==> config.mk <==
export PLATFORM = sky130hd
export DESIGN_NAME = dual_issue_scheduler
export DESIGN_NICKNAME = d
export VERILOG_FILES = /design/src/rtl/dual_issue_scheduler.sv
export SDC_FILE = /design/constraint.sdc
export NUM_CORES = 1
export LEC_CHECK = 0
export BUFFER_PORTS_ARGS = -buffer_cell sky130_fd_sc_hd__buf_2
export CAP_MARGIN = 25
export CORE_MARGIN = 5
export CORE_UTILIZATION = 49
export DETAILED_ROUTE_END_ITERATION = 8
export GPL_TIMING_DRIVEN = 0
export PLACE_DENSITY = 0.89
export SLEW_MARGIN = 20
export SYNTH_ARGS = -nofsm -noshare
export SYNTH_HDL_FRONTEND = slang
export SYNTH_SLANG_ARGS = --single-unit
==> constraint.sdc <==
create_clock -name clk -period 2.68 [get_ports clk]
set_clock_uncertainty 0.2 [all_clocks]
set_input_delay 0.134 -clock clk [delete_from_list [all_inputs] [get_ports clk]]
set_output_delay 0.134 -clock clk [all_outputs]
set_load 0.02 [all_outputs]
==> src/rtl/dual_issue_scheduler.sv <==
// rtl/dual_issue_scheduler.sv - dual-issue decode-to-EX issue controller
// Splits dependent pairs, blocks load-use hazards, counts splits and stalls.
module dual_issue_scheduler #(
    parameter int CNT_W     = 16,
    parameter int MEM_PORTS = 1
) (
    input  logic             clk,
    input  logic             rst,
    input  logic             valid1,
    input  logic             valid2,
    input  logic [4:0]       rs1,
    input  logic [4:0]       rt1,
    input  logic [4:0]       rd1,
    input  logic [4:0]       rs2,
    input  logic [4:0]       rt2,
    input  logic [4:0]       rd2,
    input  logic             useRs1,
    input  logic             useRt1,
    input  logic             useRs2,
    input  logic             useRt2,
    input  logic             regWrite1,
    input  logic             regWrite2,
    input  logic             mem1,
    input  logic             mem2,
    input  logic             memReadE1,
    input  logic             memReadE2,
    input  logic [4:0]       writeRegisterE1,
    input  logic [4:0]       writeRegisterE2,
    input  logic             stallIn,
    input  logic             flushD,
    output logic             issue1,
    output logic             issue2,
    output logic             stallF,
    output logic             stallD,
    output logic [CNT_W-1:0] splitCount,
    output logic [CNT_W-1:0] loadUseCount
);

    typedef enum logic {PAIR, SECOND} state_t;

    state_t           state;
    state_t           next_state;
    logic [CNT_W-1:0] split_cnt;
    logic [CNT_W-1:0] lu_cnt;
    logic             inc_split;
    logic             inc_lu;
    logic             ld_haz1;
    logic             ld_haz2;
    logic             raw;
    logic             waw;
    logic             mem_conf;
    logic             dep;

    // True when a non-zero register r is read through an enabled source port.
    function automatic logic reads_reg(input logic [4:0] r,
                                       input logic [4:0] a, input logic ua,
                                       input logic [4:0] b, input logic ub);
        return (r != 5'd0) && ((ua && (a == r)) || (ub && (b == r)));
    endfunction

    always_comb begin
        ld_haz1  = (memReadE1 && reads_reg(writeRegisterE1, rs1, useRs1, rt1, useRt1)) ||
                   (memReadE2 && reads_reg(writeRegisterE2, rs1, useRs1, rt1, useRt1));
        ld_haz2  = (memReadE1 && reads_reg(writeRegisterE1, rs2, useRs2, rt2, useRt2)) ||
                   (memReadE2 && reads_reg(writeRegisterE2, rs2, useRs2, rt2, useRt2));
        raw      = regWrite1 && reads_reg(rd1, rs2, useRs2, rt2, useRt2);
        waw      = regWrite1 && regWrite2 && (rd1 != 5'd0) && (rd1 == rd2);
        mem_conf = (MEM_PORTS == 1) && mem1 && mem2;
        dep      = valid1 && valid2 && (raw || waw || mem_conf);
    end

    always_comb begin
        issue1     = 1'b0;
        issue2     = 1'b0;
        stallF     = 1'b0;
        stallD     = 1'b0;
        inc_split  = 1'b0;
        inc_lu     = 1'b0;
        next_state = state;
        if (!rst) begin
            next_state = PAIR;
        end else if (flushD) begin
            next_state = PAIR;
        end else if (stallIn) begin
            stallF = 1'b1;
            stallD = 1'b1;
        end else if (state == PAIR) begin
            if ((valid1 && ld_haz1) || (!valid1 && valid2 && ld_haz2)) begin
                stallF = 1'b1;
                stallD = 1'b1;
                inc_lu = 1'b1;
            end else if (valid1 && valid2 && (dep || ld_haz2)) begin
                // Slot 1 goes now; slot 2 waits in the held decode register.
                issue1     = 1'b1;
                stallF     = 1'b1;
                stallD     = 1'b1;
                inc_split  = 1'b1;
                next_state = SECOND;
            end else begin
                issue1 = valid1;
                issue2 = valid2;
            end
        end else begin
            if (ld_haz2) begin
                stallF = 1'b1;
                stallD = 1'b1;
                inc_lu = 1'b1;
            end else begin
                issue2     = 1'b1;
                next_state = PAIR;
            end
        end
    end

    always_ff @(posedge clk or negedge rst) begin
        if (!rst) begin
            state     <= PAIR;
            split_cnt <= '0;
            lu_cnt    <= '0;
        end else begin
            state <= next_state;
            if (inc_split && (split_cnt != '1))
                split_cnt <= split_cnt + CNT_W'(1);
            if (inc_lu && (lu_cnt != '1))
                lu_cnt <= lu_cnt + CNT_W'(1);
        end
    end

    assign splitCount   = split_cnt;
    assign loadUseCount = lu_cnt;

endmodule

==> impl_metrics.toml <==
[run_status]
status = "finished with violations"
violations = "hold timing"

[job]
cap_violations = 0

[timing]
worstMarginPinSlew_ns = 0.369
holdWs_ns = -0.00675
slew_headroom_pct = 75.3
worst_slack_ns = 0.227
fmax_mhz = 408
finalSetupTns_ns = 0
period_share_pct = 91.5
setup_viol_count_final = 0
rsz0062_at_grt = "false"
slew_viol_final = 0
fin_crit_ns = 2.45
hold_viol = 1

[global_route]
first_global_vias = 2116
grt_use_total_pct = 19.1
antenna_found_initial = 0
overflow = 0
grt_max_degree = 34
grt_first_pass_wirelength_um = 9770

[routing]
routedWlPerCell_um = 14.9
wirelength_um = 5980
vias = 2186
viasPerCell = 5.44
ant_nets = 0
first_pass_iters = 4
drtIter0Drc = 44
drc = 0

[cts]
clockBufferDepth = 2
clkTransAtPathRegs_ns = 0.07
clk_latency_ns = 0.28
htree_levels = 2
cts_tree = "yes"
cts_made_buffers = 5
cts_sinks = 33
ctsRootBufferMaster = "clkbuf_8"

[critical_path]
slowest_delay_ns = 0.53
crit_fanout = 5
startpoint = "writeRegisterE1[1]"
cp_slowest_cell = "or4_1"
crit_top_cell = "o21a_1"
reg2reg_from = "loadUseCount[7]$_DFFE_PN0P_"
worstPathArrival_ns = 2.12
critPathCaptureType = "output pin"
path_cells = "clkbuf_1, or4_1, o21a_1, and2_1, a32oi_1, o211ai_1, o21a_1, buf_4, buf_2"
crit_type = "in -> out"
required_ns = 2.35
cp-start-kind = "primary input"

[power]
power.total_uw = 1250
power.switching_uw = 324
power_leakage_uw = 0.00139
power_density_nw_per_um2 = 415
pwr-share-clk_pct = 38.0
power.internal_uw = 931
seq_power_share_pct = 42.0
ir_drop_uv = 444
power_frac_comb_pct = 20.0
power_switching_share_pct = 25.8

[synth]
yosysTopAreaCell = "dfrtp_1"
syn-num-nets = 312
synth_area_leaders = "dfrtp_1 35%, xnor2_1 25%, xor2_1 5.6%"
synth_seq_cells = 33
syn_avg_cell_area_sq_um = 9.32
netlist_area_sq_um = 2370
ys_types = 39
synth_cells = 254
seq_area_frac_synth_pct = 34.9
yosysWarnings = 0
yosysTopAreaCellShare_pct = 34.9

[min_path]
holdCritStartpoint = "stallIn"
hp-class = "in -> reg"

[final_layout]
drive_gt1_share_pct = 30.2
final_common_cell = "buf_2"
mostFrequentLayoutCells = "83 x buf_2, 68 x xnor2_1, 33 x dfrtp_1"
fin_util_pct = 64.5
stdcell_area_sq_um = 3030
nets = 405
area_growth_pct = 27.9
antennaDiodeCount = 0
fill_cells = 376

[die]
ioPinCount = 92
floorplan.initialDensity_pct = 50.4
rows = 25
die_width_um = 79.5
fp.dieArea_sq_um = 6320
die_h_um = 79.5
core_sq_um = 4690

[placed_design]
placed_area_sq_um = 2850
io_buffer_count = 81
dpl.hpwl_um = 4750
gp_congestion = 0.811
place_ws_ns = -0.295
## worst paths after layout
| path | end | slack [ns] | depth (start not counted) |
|---|---|---|---|
| setup / recovery | stallF | 0.23 | 9 |
| hold / removal | loadUseCount[12]$_DFFE_PN0P_ | -0.007 | 4 |
| setup reg to reg | loadUseCount[14]$_DFFE_PN0P_ | 0.29 | 9 |
| hold reg to reg | loadUseCount[5]$_DFFE_PN0P_ | 0.29 | 1 |
| max in group asynchronous | splitCount[14]$_DFFE_PN0P_ | 1.94 | 3 |
| min in group asynchronous | loadUseCount[14]$_DFFE_PN0P_ | 0.15 | 3 |
## registers in the layout (all words and copies together), names as in the netlist
name,cells
splitCount,16
loadUseCount,16
state,1
## logic make-up after synthesis
group	count (synthesis)	share of synthesized area, %
compound gates	18	6.08
simple gates	99	22.1
flops	33	34.9
buf+inv	15	3.33
xor+xnor	83	30.7
mux	4	1.85
fa+ha+maj	2	1.06
## critical path, delay by kind of cell
| kind | cells | cell delay [ns] |
|---|---|---|
| AO/OA/AOI/OAI | 4 | 0.83 |
| AND/OR/NAND/NOR | 2 | 0.70 |
| buffers and inverters | 3 | 0.46 |
## layout make-up
class | count | area (sq um) | area share, %
Timing Repair Buffer | 86 | 460 | 15.2
Inverter | 1 | 3.75 | 0.124
Clock buffer | 7 | 86.3 | 2.85
Buffer | 14 | 75.1 | 2.48
Sequential cell | 33 | 826 | 27.3
Multi-Input combinational cell | 206 | 1480 | 48.8
Tap cell | 54 | 67.6 | 2.23
Clock inverter | 1 | 30.0 | 0.992
## stage by stage
stage / hold slack (ns) / cells
2_1_floorplan: -0.362 / 254
3_3_place_gp: 0.0386 / 389
3_5_place_dp: 0.0385 / 389
4_1_cts: 0.00289 / 399
5_1_grt: 0.0307 / 402
6_report: -0.00675 / 402
## repair_timing
item / CTS / global route
setup buffers: 0 / 3
gates resized for setup: 1 / 2
hold endpoints to repair: 33 / 0
setup endpoints to repair: 1 / 15
pin swaps: 0 / 1
hold buffers: 2 / 0
## metal layers
layer	GRT usage (%)	routed length, um	up-vias	share of wire (%)
li1	-	-	1066	-
met1	25.0	2590	1009	43
met2	31.1	2780	101	46
met3	3.95	527	10	8.8
met4	6.70	81	0	1.4
met5	0	0	-	0
## synth_stat cells (all sizes together)
cell type / count
a221oi: 1
o211ai: 2
o21a: 3
and2: 4
nand2b: 1
mux2i: 1
o22ai: 4
nor3b: 2
nand2: 25
mux2: 3
a32oi: 1
xnor2: 68
nand3: 17
nor2b: 2
ha: 2
and3: 9
a22oi: 1
nor4: 3
clkbuf: 8
a31o: 1
a211oi: 1
inv: 1
xor2: 15
nand4: 19
a31oi: 1
dfrtp: 33
o21ai: 2
nor3: 2
buf: 6
or4: 3
a21oi: 1
nor2: 11
nand4b: 1
## power by group through the flow
stage          clock, uW  combinational [uW]  sequential (uW)
2_1_floorplan          0                 131              550
3_3_place_gp           0                 238              536
3_5_place_dp           0                 244              536
4_1_cts              485                 252              527
5_1_grt              512                 277              529
6_report             477                 251              527
No activity file was read; power rests on OpenSTA's default activity.
